===== config.mk =====
export PLATFORM = sky130hd
export DESIGN_NAME = avalon_mm_32_to_16_write_adapter
export DESIGN_NICKNAME = d
export VERILOG_FILES = /design/src/rtl/avalon_adapter_pkg.sv /design/src/rtl/avalon_mm_32_to_16_write_adapter.sv
export SDC_FILE = /design/constraint.sdc
export NUM_CORES = 1
export LEC_CHECK = 0
export ABC_CLOCK_PERIOD_IN_PS = 2000
export CAP_MARGIN = 0
export CORE_MARGIN = 3
export CORE_UTILIZATION = 35
export DETAILED_ROUTE_END_ITERATION = 7
export GPL_ROUTABILITY_DRIVEN = 0
export PLACE_DENSITY_LB_ADDON = 0.3
export SYNTH_ARGS = -nofsm -noshare
export SYNTH_HDL_FRONTEND = slang
export SYNTH_SLANG_ARGS = --single-unit

===== constraint.sdc =====
create_clock -name clock -period 2 [get_ports clock]
set_input_delay 0.5 -clock clock [delete_from_list [all_inputs] [get_ports clock]]
set_output_delay 0.5 -clock clock [all_outputs]
set_load 0.005 [all_outputs]

===== src/rtl/avalon_adapter_pkg.sv =====
// Shared definitions for the SDRAM-side Avalon-MM width adapters.
// Holds the write-adapter state encoding and the default bus widths.
package avalon_adapter_pkg;

  typedef enum logic [1:0] {
    ST_IDLE = 2'd0,
    ST_LO   = 2'd1,
    ST_HI   = 2'd2,
    ST_DONE = 2'd3
  } state_t;

  localparam int S_DATA_W     = 32;
  localparam int M_DATA_W     = 16;
  localparam int S_BE_W       = S_DATA_W / 8;
  localparam int M_BE_W       = M_DATA_W / 8;
  localparam int M_ADDR_W_DEF = 25;

endpackage


===== src/rtl/avalon_mm_32_to_16_write_adapter.sv =====
// avalon_mm_32_to_16_write_adapter
// Splits one 32-bit Avalon-MM write into two sequential 16-bit writes to the
// SDRAM controller slave, stalling the 32-bit master until both are accepted.
//
// Ports:
//   clock, reset         system clock, synchronous active-high reset
//   s_address            32-bit byte address from the master ([1:0] ignored)
//   s_write              write request, held while s_waitrequest is high
//   s_writedata          32-bit write data ([15:0] low half, [31:16] high half)
//   s_byteenable         active-high byte enables
//   s_waitrequest        stall to the master
//   m_address            halfword address to the controller
//   m_write/m_chipselect write strobe (identical)
//   m_writedata          16-bit halfword data
//   m_byteenable_n       active-low halfword byte enables
//   m_waitrequest        controller stall
//
// Build option: ADAPTER_SKIP_EMPTY_HALF_EN -- when defined, a halfword beat
// whose byte enables are all zero is not issued.
//
// state   | meaning
// --------+------------------------------------------------------------
// ST_IDLE | waiting for s_write; latch base address, data, byteenable
// ST_LO   | low halfword beat on the master port
// ST_HI   | high halfword beat on the master port
// ST_DONE | release the master (s_waitrequest low for one cycle)
module avalon_mm_32_to_16_write_adapter
  import avalon_adapter_pkg::*;
#(
  parameter int M_ADDR_W = M_ADDR_W_DEF
) (
  input  logic                clock,
  input  logic                reset,
  input  logic [31:0]         s_address,
  input  logic                s_write,
  input  logic [S_DATA_W-1:0] s_writedata,
  input  logic [S_BE_W-1:0]   s_byteenable,
  output logic                s_waitrequest,
  output logic [M_ADDR_W-1:0] m_address,
  output logic                m_write,
  output logic                m_chipselect,
  output logic [M_DATA_W-1:0] m_writedata,
  output logic [M_BE_W-1:0]   m_byteenable_n,
  input  logic                m_waitrequest
);

  state_t                r_state;
  state_t                w_next;
  logic [M_ADDR_W-1:0]   r_base;
  logic [S_DATA_W-1:0]   r_data;
  logic [S_BE_W-1:0]     r_be;
  logic [M_ADDR_W-1:0]   w_base;
  logic                  w_unused_addr;

  // Byte address -> even halfword address of the 32-bit word.
  assign w_base        = {s_address[M_ADDR_W:2], 1'b0};
  assign w_unused_addr = ^{s_address[31:M_ADDR_W+1], s_address[1:0]};

  always_ff @(posedge clock) begin
    if (reset) begin
      r_state <= ST_IDLE;
      r_base  <= '0;
      r_data  <= '0;
      r_be    <= '0;
    end else begin
      r_state <= w_next;
      if (r_state == ST_IDLE && s_write) begin
        r_base <= w_base;
        r_data <= s_writedata;
        r_be   <= s_byteenable;
      end
    end
  end

  always_comb begin
    w_next         = r_state;
    m_write        = 1'b0;
    m_address      = '0;
    m_writedata    = '0;
    m_byteenable_n = '1;
    case (r_state)
      ST_IDLE: begin
        if (s_write) begin
          w_next = ST_LO;
`ifdef ADAPTER_SKIP_EMPTY_HALF_EN
          if (s_byteenable[1:0] == 2'b00)
            w_next = (s_byteenable[3:2] == 2'b00) ? ST_DONE : ST_HI;
`endif
        end
      end
      ST_LO: begin
        m_write        = 1'b1;
        m_address      = r_base;
        m_writedata    = r_data[15:0];
        m_byteenable_n = ~r_be[1:0];
        if (!m_waitrequest) begin
          w_next = ST_HI;
`ifdef ADAPTER_SKIP_EMPTY_HALF_EN
          if (r_be[3:2] == 2'b00) w_next = ST_DONE;
`endif
        end
      end
      ST_HI: begin
        m_write        = 1'b1;
        // base is even, so setting bit 0 is base+1 without a carry chain
        m_address      = {r_base[M_ADDR_W-1:1], 1'b1};
        m_writedata    = r_data[31:16];
        m_byteenable_n = ~r_be[3:2];
        if (!m_waitrequest) w_next = ST_DONE;
      end
      ST_DONE: begin
        w_next = ST_IDLE;
      end
      default: begin
        w_next = ST_IDLE;
      end
    endcase
  end

  assign m_chipselect  = m_write;
  assign s_waitrequest = s_write && (r_state != ST_DONE);

endmodule

==> summary.md <==
| Metric | Value |
|---|---|
| Largest net degree at the start of global routing | 37 |
| Post-synth EDFFs | 0 |
| Max Root-Sink Buffers | 2 |
| Detailed Routing Iterations Pass 1 | 4 |
| Drt drc | 0 |
| PortBufs | 109 |
| Most common cell in the netlist | nand2_1 |
| Fin util | 63.6% |
| Sequential power share | 28.2% |
| RSZ-0062 raised after global routing | true |
| Row cnt | 31 |
| Total Routing Usage GR | between 15 and 20% |
| GRT overflow | 0 |
| Clock Latency Late Sink | 330 ps |
| Max Fclk | 449 MHz |
| Power per cell area | 1230 mW/mm² |
| Net Count, Synth | between 400 and 500 |
| Top Ports | 118 |
| Slew headroom | about three quarters |
| Drt initial violations | 63 |
| Yosys top cell area share | a little under half |
| CTS tree | built |
| Setup ws final | -226 ps |
| Worst vdd ir | 0.575 mV |
| Buf+Inv Stages, Crit Path | 6 |
| H-tree levels | 3 |
| Crit path max-delay family | buffers and inverters |
| Async SR Flop Fraction | 0% |
| Worst min path class | reg2reg |
| Wire per inst | 14.6 µm |
| CTS Sinks | 62 |
| Transition time of the tightest slew-check pin | approximately 370 ps |
| Top fanout value on the critical path | 6 |
| Pint | 3.82 mW |
| Dominant cell type by area after synthesis | dfxtp_1 |
| CTS root buffer | clkbuf_8 |
| Post-synthesis sequential area ratio | about 47% |
| Initial antenna violation count | 0 |
| First-pass GRT wire length | 13700 µm |
| Yosys warns | 0 |
| Num CTS Buffers | 9 |
| Clock transition at path regs | 60 ps |
| Drt via density | 4.85 |
| Critical path cell sequence | inv_6, ha_4, inv_4, a21oi_4, buf_6, buf_6, buf_16, and2_4, buf_6 |
| Clock share of power | a little under a quarter |
| DP HPWL | 5070 µm |
| Critical path's most frequent cell | buf_6 |
| Type of origin of the critical path | flop |
| Total number of vias | 2819 |
| Mux share of post-synthesis cell area | 0% |
| Adder-Cell Fraction of Synth Area | roughly 2.8% |
| CP max stage cell | dfxtp_4 |
| Max-cap violations | 0 |
| Vias in the first global route | roughly 2800 |
| Diodes inserted | 0 |
| Final setup viols | 40 |
| Synth Area in XOR/XNOR | 0% |
| Multi-input gate area | 0.00146 mm² |
| Horiz. Die Dim | 92.8 µm |
| CP required | 1500 ps |
| Synth Area in Compound Gates | 17.8% |
| Fin crit period | 2230 ps |
| Die Height | 92.8 µm |
| Cells taking the most area after synthesis | dfxtp_1, nand2_1, a21oi_1 |
| Avg Synthesized Cell Area | between 7 and 8 µm² |
| Area grow syn2layout | 75.9% |
| Cell area after synthesis | 0.00264 mm² |
| Tcrit/Tclk final | 111% |
| R2r setup slk | 220 ps |
| Final TNS setup | -6280 ps |
| FF+latch area | roughly 0.0012 mm² |
| Core Footprint | 0.00729 mm² |
| ANT nets after route | 0 |
| CTS Hold Bufs | 0 |
| Top cells by count, synth | nand2_1, dfxtp_1, a21oi_1 |
| Final Hold Vio Count | 0 |
| Yosys cell types | 20 |
| Post-synthesis simple-gate area fraction | a little over a quarter |
| Ys flop type | dfxtp_1 |
| Net Sw Frac | between 30% and 40% |
| Share of layout cells above drive strength 1 | 31.3% |
| FILL cells | 671 |
| Logic gate share of total power | 47.9% |
| Leak | 1.84 nW |
| Fin Clk Skew | around 6.7 ps |
| Final #Nets | 555 |
| Crit path capture type | output port |
| Main combinational cell family by area after synthesis | simple AND/OR/NAND/NOR gates |
| Die Area | 0.00861 mm² |
| Slowest cell delay on critical path | between 300 and 400 ps |
| Status | complete, but fails checks |
| DRT Wirelength | 8480 µm |
| Crit path kind | reg2out |
| Failing checks | setup timing |
| CP arrival | 1730 ps |
| Net load switching power | 1.89 mW |
| Synth Register Bits | 62 |
| Max-slew violation count | 0 |
| Post-Synthesis Cells | 351 |
| Initial Util | between 30% and 40% |
==> layout by cell type, fill, tap and decap left out, types with 2 or more instances in the layout <==
master	instances
o31ai_1	2
clkdlybuf4s15_2	5
a22oi_2	10
nor2_2	9
dlygate4sd2_1	4
clkbuf_8	11
ha_1	3
o221ai_2	2
buf_12	4
buf_16	4
clkbuf_1	2
inv_4	4
bufinv_16	3
nor2_4	3
buf_6	29
buf_8	2
a22oi_1	6
or4_1	2
a21oi_1	60
nand2_1	120
dfxtp_1	60
bufbuf_16	2
buf_4	16
buf_2	15
nor2b_1	2
and2_4	23
nor2_1	6
clkdlybuf4s50_1	62
ha_4	3
==> power by group through the flow <==
stage / combinational, mW / sequential [mW] / clock [mW]
after floorplan: 0.968 / 1.57 / 0
after global placement: 1.81 / 1.58 / 0
after detailed placement: 1.84 / 1.59 / 0
after CTS: 2.71 / 1.59 / 1.40
after global routing: 2.98 / 1.63 / 1.45
final: 2.74 / 1.61 / 1.36
==> tightest hold or removal path, cell delays in order (launching register included) <==
cell     delay (ps)
dfxtp_1         310
nand2_1          50
a21oi_1          50
==> through the flow <==
| step | total power [mW] | instance area [µm²] | hold WS, ps | std cells | setup WS [ps] |
|---|---|---|---|---|---|
| after floorplan | 2.54 | 2640 | 432 | 351 | 83.4 |
| after global placement | 3.39 | 3920 | 437 | 550 | -208 |
| after detailed placement | 3.43 | 3920 | 442 | 550 | -231 |
| after CTS | 5.71 | 4570 | 452 | 580 | -286 |
| after global routing | 6.07 | 4640 | 484 | 581 | -309 |
| final | 5.70 | 4640 | 455 | 581 | -226 |
==> sequential cells by signal, indices dropped and copies added (netlist names) <==
register and count:
r_base 24, r_be 4, r_data 32, r_state 2
==> logic make-up after synthesis <==
group	count (synthesis)
flip-flops	62
AND/OR/NAND/NOR	168
buffers and inverters	33
adder cells (fa/ha/maj)	6
AO/OA/AOI/OAI	82
==> path summary, 6_finish.rpt <==
check                          start                 endpoint  depth (start not counted)
min          r_base[17]$_SDFFE_PP0P_  r_base[17]$_SDFFE_PP0P_                          2
max          r_state[0]$_SDFFE_PP0P_            m_address[20]                          9
max reg2reg  r_state[0]$_SDFFE_PP0P_  r_state[1]$_SDFFE_PP0P_                          7
min reg2reg  r_base[17]$_SDFFE_PP0P_  r_base[17]$_SDFFE_PP0P_                          2
==> cell type report <==
type	instances	share of cell area [%]
repair buffers	143	32.8
multi-input cells	256	31.6
flip-flops and latches	62	26.9
clock buffers	13	3.43
well taps	99	2.67
clock inverters	3	1.94
inverters	5	0.729
==> what timing repair did <==
item                                    4_1_cts  5_1_grt
resized for setup                           256       25
endpoints found under the setup margin       46       42
buffers inserted                              8        5
pin swaps                                    21        7
hold endpoints to repair                      0        0
gates cloned                                  6        0
==> layer usage <==
layer,vias to the layer above,share of wire (%),track usage [%]
met1,1312,41,23.2
met5,-,0,0
li1,1394,-,-
met3,12,7.1,5.69
met4,0,2.0,9.04
met2,101,50,33.8
No activity file was read; power rests on OpenSTA's default activity.
